`config.mk`:
```
export PLATFORM = sky130hd
export DESIGN_NAME = wb_master_arbiter
export DESIGN_NICKNAME = d
export VERILOG_FILES = /design/src/rtl/wb_master_arbiter.sv
export SDC_FILE = /design/constraint.sdc
export NUM_CORES = 1
export LEC_CHECK = 0
export BUFFER_PORTS_ARGS = -buffer_cell sky130_fd_sc_hd__buf_2
export CORE_AREA = 2 2 167 169
export DETAILED_ROUTE_END_ITERATION = 8
export DIE_AREA = 0 0 169 171
export PLACE_DENSITY = 0.5
export SYNTH_ARGS = -nofsm -noshare
export SYNTH_HDL_FRONTEND = slang
export SYNTH_SLANG_ARGS = --single-unit
```
`constraint.sdc`:
```
create_clock -name wb_clk -period 2.6 [get_ports wb_clk]
set_input_delay 0.78 -clock wb_clk [delete_from_list [all_inputs] [get_ports wb_clk]]
set_output_delay 0.78 -clock wb_clk [all_outputs]
set_load 0.03 [all_outputs]
```
`src/rtl/wb_master_arbiter.sv`:
```
// wb_master_arbiter
//   Shares one single-transfer Wishbone master between NUM_REQ local
//   requesters. A winner is picked in IDLE (round-robin by default), its
//   request fields are latched onto the m_* bus, m_start is pulsed once, and
//   the transfer is tracked until ack/err. The winner then gets a one-cycle
//   done or err pulse, and reads also load rdata. The grant is released once
//   the master reports inactive.
//
//   Build option: define WB_ARB_FIXED_PRIO_EN to use fixed priority, where the
//   lowest index wins and no round-robin pointer exists.
//
// Ports
//   wb_clk, wb_rst_n        clock, asynchronous active-low reset
//   req / req_addr / req_sel / req_we / req_wdata
//                           per-requester request level and packed fields
//                           (requester i occupies slice i of each bus)
//   gnt                     one-hot grant, held for the whole transaction
//   done / err              one-cycle completion / error pulse to the winner
//   rdata                   read data of the last successful read
//   m_start, m_address, m_selection, m_write, m_data_wr
//                           command side of the shared master
//   m_data_rd, m_active, m_ack, m_err
//                           status side of the shared master
module wb_master_arbiter #(
  parameter int NUM_REQ = 4,
  parameter int dw      = 32,
  parameter int aw      = 32
) (
  input  logic                 wb_clk,
  input  logic                 wb_rst_n,
  input  logic [NUM_REQ-1:0]   req,
  input  logic [NUM_REQ*aw-1:0] req_addr,
  input  logic [NUM_REQ*4-1:0] req_sel,
  input  logic [NUM_REQ-1:0]   req_we,
  input  logic [NUM_REQ*dw-1:0] req_wdata,
  output logic [NUM_REQ-1:0]   gnt,
  output logic [NUM_REQ-1:0]   done,
  output logic [NUM_REQ-1:0]   err,
  output logic [dw-1:0]        rdata,
  output logic                 m_start,
  output logic [aw-1:0]        m_address,
  output logic [3:0]           m_selection,
  output logic                 m_write,
  output logic [dw-1:0]        m_data_wr,
  input  logic [dw-1:0]        m_data_rd,
  input  logic                 m_active,
  input  logic                 m_ack,
  input  logic                 m_err
);

  localparam int PW = $clog2(NUM_REQ);

  typedef enum logic [1:0] {IDLE, START, BUSY, DRAIN} state_t;

  state_t              state_reg, state_next;
  logic [NUM_REQ-1:0]  gnt_reg, gnt_next;
  logic [NUM_REQ-1:0]  done_reg, done_next;
  logic [NUM_REQ-1:0]  err_reg, err_next;
  logic [dw-1:0]       rdata_reg, rdata_next;
  logic                start_reg, start_next;
  logic [aw-1:0]       addr_reg, addr_next;
  logic [3:0]          sel_reg, sel_next;
  logic                we_reg, we_next;
  logic [dw-1:0]       wdata_reg, wdata_next;

  // Unpacked views of the packed request buses.
  logic [aw-1:0] addr_arr  [NUM_REQ];
  logic [3:0]    sel_arr   [NUM_REQ];
  logic [dw-1:0] wdata_arr [NUM_REQ];

  generate
    for (genvar gi = 0; gi < NUM_REQ; gi++) begin : g_unpack
      assign addr_arr[gi]  = req_addr[gi*aw +: aw];
      assign sel_arr[gi]   = req_sel[gi*4 +: 4];
      assign wdata_arr[gi] = req_wdata[gi*dw +: dw];
    end
  endgenerate

  logic          win_found;
  logic [PW-1:0] win_idx;

`ifdef WB_ARB_FIXED_PRIO_EN
  // Scan downwards so the lowest asserted index is the last one written.
  always_comb begin
    win_found = |req;
    win_idx   = '0;
    for (int k = NUM_REQ - 1; k >= 0; k--) begin
      if (req[PW'(k)]) win_idx = PW'(k);
    end
  end
`else
  logic [PW-1:0] ptr_reg, ptr_next;

  // Search starts one past the previous winner and wraps, so the previous
  // winner is considered last.
  always_comb begin
    logic [PW-1:0] cand;
    win_found = 1'b0;
    win_idx   = '0;
    cand      = '0;
    for (int k = 1; k <= NUM_REQ; k++) begin
      cand = PW'((int'(ptr_reg) + k) % NUM_REQ);
      if (!win_found && req[cand]) begin
        win_found = 1'b1;
        win_idx   = cand;
      end
    end
  end
`endif

  always_comb begin
    state_next = state_reg;
    gnt_next   = gnt_reg;
    done_next  = '0;
    err_next   = '0;
    start_next = 1'b0;
    rdata_next = rdata_reg;
    addr_next  = addr_reg;
    sel_next   = sel_reg;
    we_next    = we_reg;
    wdata_next = wdata_reg;
`ifndef WB_ARB_FIXED_PRIO_EN
    ptr_next   = ptr_reg;
`endif
    case (state_reg)
      IDLE: begin
        if (win_found) begin
          gnt_next   = {{(NUM_REQ-1){1'b0}}, 1'b1} << win_idx;
          addr_next  = addr_arr[win_idx];
          sel_next   = sel_arr[win_idx];
          we_next    = req_we[win_idx];
          wdata_next = wdata_arr[win_idx];
          // m_start is registered, so it is raised on entry to START.
          start_next = 1'b1;
`ifndef WB_ARB_FIXED_PRIO_EN
          ptr_next   = win_idx;
`endif
          state_next = START;
        end
      end
      START: state_next = BUSY;
      BUSY: begin
        // Error (or retry) takes precedence over a coincident ack.
        if (m_err) begin
          err_next   = gnt_reg;
          state_next = DRAIN;
        end else if (m_ack) begin
          done_next  = gnt_reg;
          if (!we_reg) rdata_next = m_data_rd;
          state_next = DRAIN;
        end
      end
      DRAIN: begin
        if (!m_active) begin
          gnt_next   = '0;
          state_next = IDLE;
        end
      end
      default: state_next = IDLE;
    endcase
  end

  always_ff @(posedge wb_clk or negedge wb_rst_n) begin
    if (!wb_rst_n) begin
      state_reg <= IDLE;
      gnt_reg   <= '0;
      done_reg  <= '0;
      err_reg   <= '0;
      start_reg <= 1'b0;
      rdata_reg <= '0;
      addr_reg  <= '0;
      sel_reg   <= '0;
      we_reg    <= 1'b0;
      wdata_reg <= '0;
`ifndef WB_ARB_FIXED_PRIO_EN
      ptr_reg   <= PW'(NUM_REQ - 1);
`endif
    end else begin
      state_reg <= state_next;
      gnt_reg   <= gnt_next;
      done_reg  <= done_next;
      err_reg   <= err_next;
      start_reg <= start_next;
      rdata_reg <= rdata_next;
      addr_reg  <= addr_next;
      sel_reg   <= sel_next;
      we_reg    <= we_next;
      wdata_reg <= wdata_next;
`ifndef WB_ARB_FIXED_PRIO_EN
      ptr_reg   <= ptr_next;
`endif
    end
  end

  assign gnt         = gnt_reg;
  assign done        = done_reg;
  assign err         = err_reg;
  assign rdata       = rdata_reg;
  assign m_start     = start_reg;
  assign m_address   = addr_reg;
  assign m_selection = sel_reg;
  assign m_write     = we_reg;
  assign m_data_wr   = wdata_reg;

endmodule
```
==> impl_metrics.ini <==
[cts]
cts.path.max_buffers = 2
cts_setup_buffers = 0
htreeDepth = 4
numCtsBuffers = 17
cts.sink_count = 118
hold_buffers = 0
clk_pin_slew_worst_paths_ns = 0.06
insertion_delay_ns = 0.41
cts_resized = 0
cts_root_buffer = clkbuf_16
cts_tree = yes

[synthesis]
syn_area_sq_um = 6920
avgSynthCellArea_sq_um = 10.9
async_flop_share_pct = 100
postSynthCellCount = 632
synth_top_cell_by_area = dfrtp_1
synth_area_leaders = dfrtp_1 42%, mux2i_1 10%, a221oi_2 6.5%
yosysSeqAreaShare_pct = 42.7
synth_warnings = 0
synth_edf_count = 0
yosysMostFrequentCell = dfrtp_1
synth_ff_type = dfrtp_1
synthTopCellsByCount = 116 x dfrtp_1, 76 x nor2_1, 69 x mux2i_1
yosysTopAreaCellShare_pct = 41.9
synthesis.nets = 953
synth-seq-cells = 118
synthDistinctLibCells = 38

[global_routing]
grt_max_degree = 73
globalRouteOverflowTotal = 0
grt_pass1_wl_um = 38000
grt_pass1_vias = 6676
antenna_found_initial = 0
grt_util_all_layers_pct = 17.1

[floorplanning]
ios = 431
fp-row-count = 61
die-area_sq_um = 28900
die_x_um = 169
die_y_um = 171
core-area_sq_um = 27300
start_util_pct = 25.3

[placement]
dp_cells = 1379
dpl-instance-area_sq_um = 9550
dp_hpwl_um = 19500
globalplace.congestion = 0.794
io_buffers = 430

[route]
drt_iter0_drc = 326
drc = 0
wl_um = 25800
ant_nets = 0
drt_first_pass_iters = 4
vias = 6829
vias_per_cell = 4.84
wl_per_cell_um = 18.3

[critical_path]
arrival_ns = 2.46
rrSetupSlack_ns = 0.42
start_kind = flop
criticalPathCategory = flop to flop
critical_path_required_ns = 2.88
cp_max_fo = 26
critPathCaptureType = flop

[power_and_ir_drop]
peakVddDrop_uv = 414
p_leak_nw = 4.88
cellPowerDensity_nw_per_um2 = 1300

[timing]
final_max_slew_viol_count = 0
hold_viol_final = 0
setup-violations-final = 0
timing.fmax_mhz = 458
fin_crit_ns = 2.18
finClkSkew_ns = 0.0108
rsz0062_at_grt = false
fin_crit_sh_pct = 83.9
timing.hold.ws_ns = 0.197
relSlewSlack_pct = 39.6
worst_pin_slew_ns = 0.906
tns_ns = 0

[cells_and_area]
n_fill_cell = 2773
drive_gt1_share_pct = 55.3
instances_no_fill = 1412
fin_nets = 1373
finalInstanceArea_sq_um = 10100
syn_to_final_growth_pct = 46.5

[min_path]
min_path_type = input pin to async pin

[run_status]
status = finished, final reports clean

[run]
cap_viol_max_count = 0
==> placed cells by master, fill, tap and decap left out, types with 17 or more instances in the layout <==
cell type and n:
a221oi_1 39, a221oi_2 30, buf_2 429, clkbuf_16 17, dfrtp_1 116, mux2_2 24
mux2i_1 69, nor2_1 75, o21ai_0 37, o21ai_1 43, o22ai_1 39, o22ai_2 30
==> worst max-delay path, stage by stage (launching register included) <==
cell and delay, ns:
dfstp_2 0.60, nand2b_1 0.21, a21oi_1 0.13, a211oi_4 0.33, buf_12 0.25, buf_4 0.19
mux2i_1 0.22, o22ai_2 0.10
==> path summary, 6_finish.rpt <==
kind,endpoint,depth (start not counted),start
max reg2reg,m_address[29],7,ptr_reg[0]
min reg2reg,rdata[13],1,rdata[13]
min,rdata[10],1,wb_rst_n
max in group asynchronous,state_reg[1],2,wb_rst_n
max,m_address[29],7,ptr_reg[0]
min in group wb_clk,rdata[13],1,rdata[13]
==> routing by layer <==
metal | routed length (um) | track usage (%) | vias up
met3 | 1610 | 3.82 | 18
met2 | 13100 | 30.4 | 283
li1 | - | - | 3284
met1 | 10800 | 21.1 | 3244
met5 | 0 | 0 | -
met4 | 299 | 4.20 | 0
==> cells by family (layout without fill, tap and decap cells) <==
kind of cell / Yosys count / after routing / synth area share [%]
AO/OA/AOI/OAI: 234 / 234 / 28.0
flip-flops: 118 / 118 / 42.7
AND/OR/NAND/NOR: 107 / 107 / 6.85
multiplexers: 101 / 101 / 15.2
buffers and inverters: 68 / 501 / 6.51
adder cells (fa/ha/maj): 4 / 4 / 0.723
other: 0 / 1 / 0
==> metrics by stage <==
stage | setup WS (ns) | total power, mW | utilization [%]
after floorplan | 0.586 | 8.56 | -
after global placement | 0.142 | 10.8 | 34.9
after detailed placement | 0.109 | 10.9 | 34.9
after CTS | 0.421 | 13.3 | 37.1
after global routing | 0.214 | 14.0 | 37.1
final | 0.418 | 13.1 | 37.1
==> layout make-up <==
type	instances	area, sq um	share of cell area [%]
sequential	118	2960	29.2
inverter	10	40.0	0.395
multi-input combinational	446	3570	35.3
timing repair buffer	459	2550	25.1
tap	346	433	4.27
antenna	1	2.50	0.0247
clock inverter	15	159	1.57
clock buffer	17	425	4.20
==> report_power, final <==
part | internal (mW) | switching (mW)
Sequential | 2.69 | 0.580
Combinational | 2.85 | 4.64
Clock | 1.36 | 1.03
Total | 6.89 | 6.25
Power figures use the tool's default switching activity.
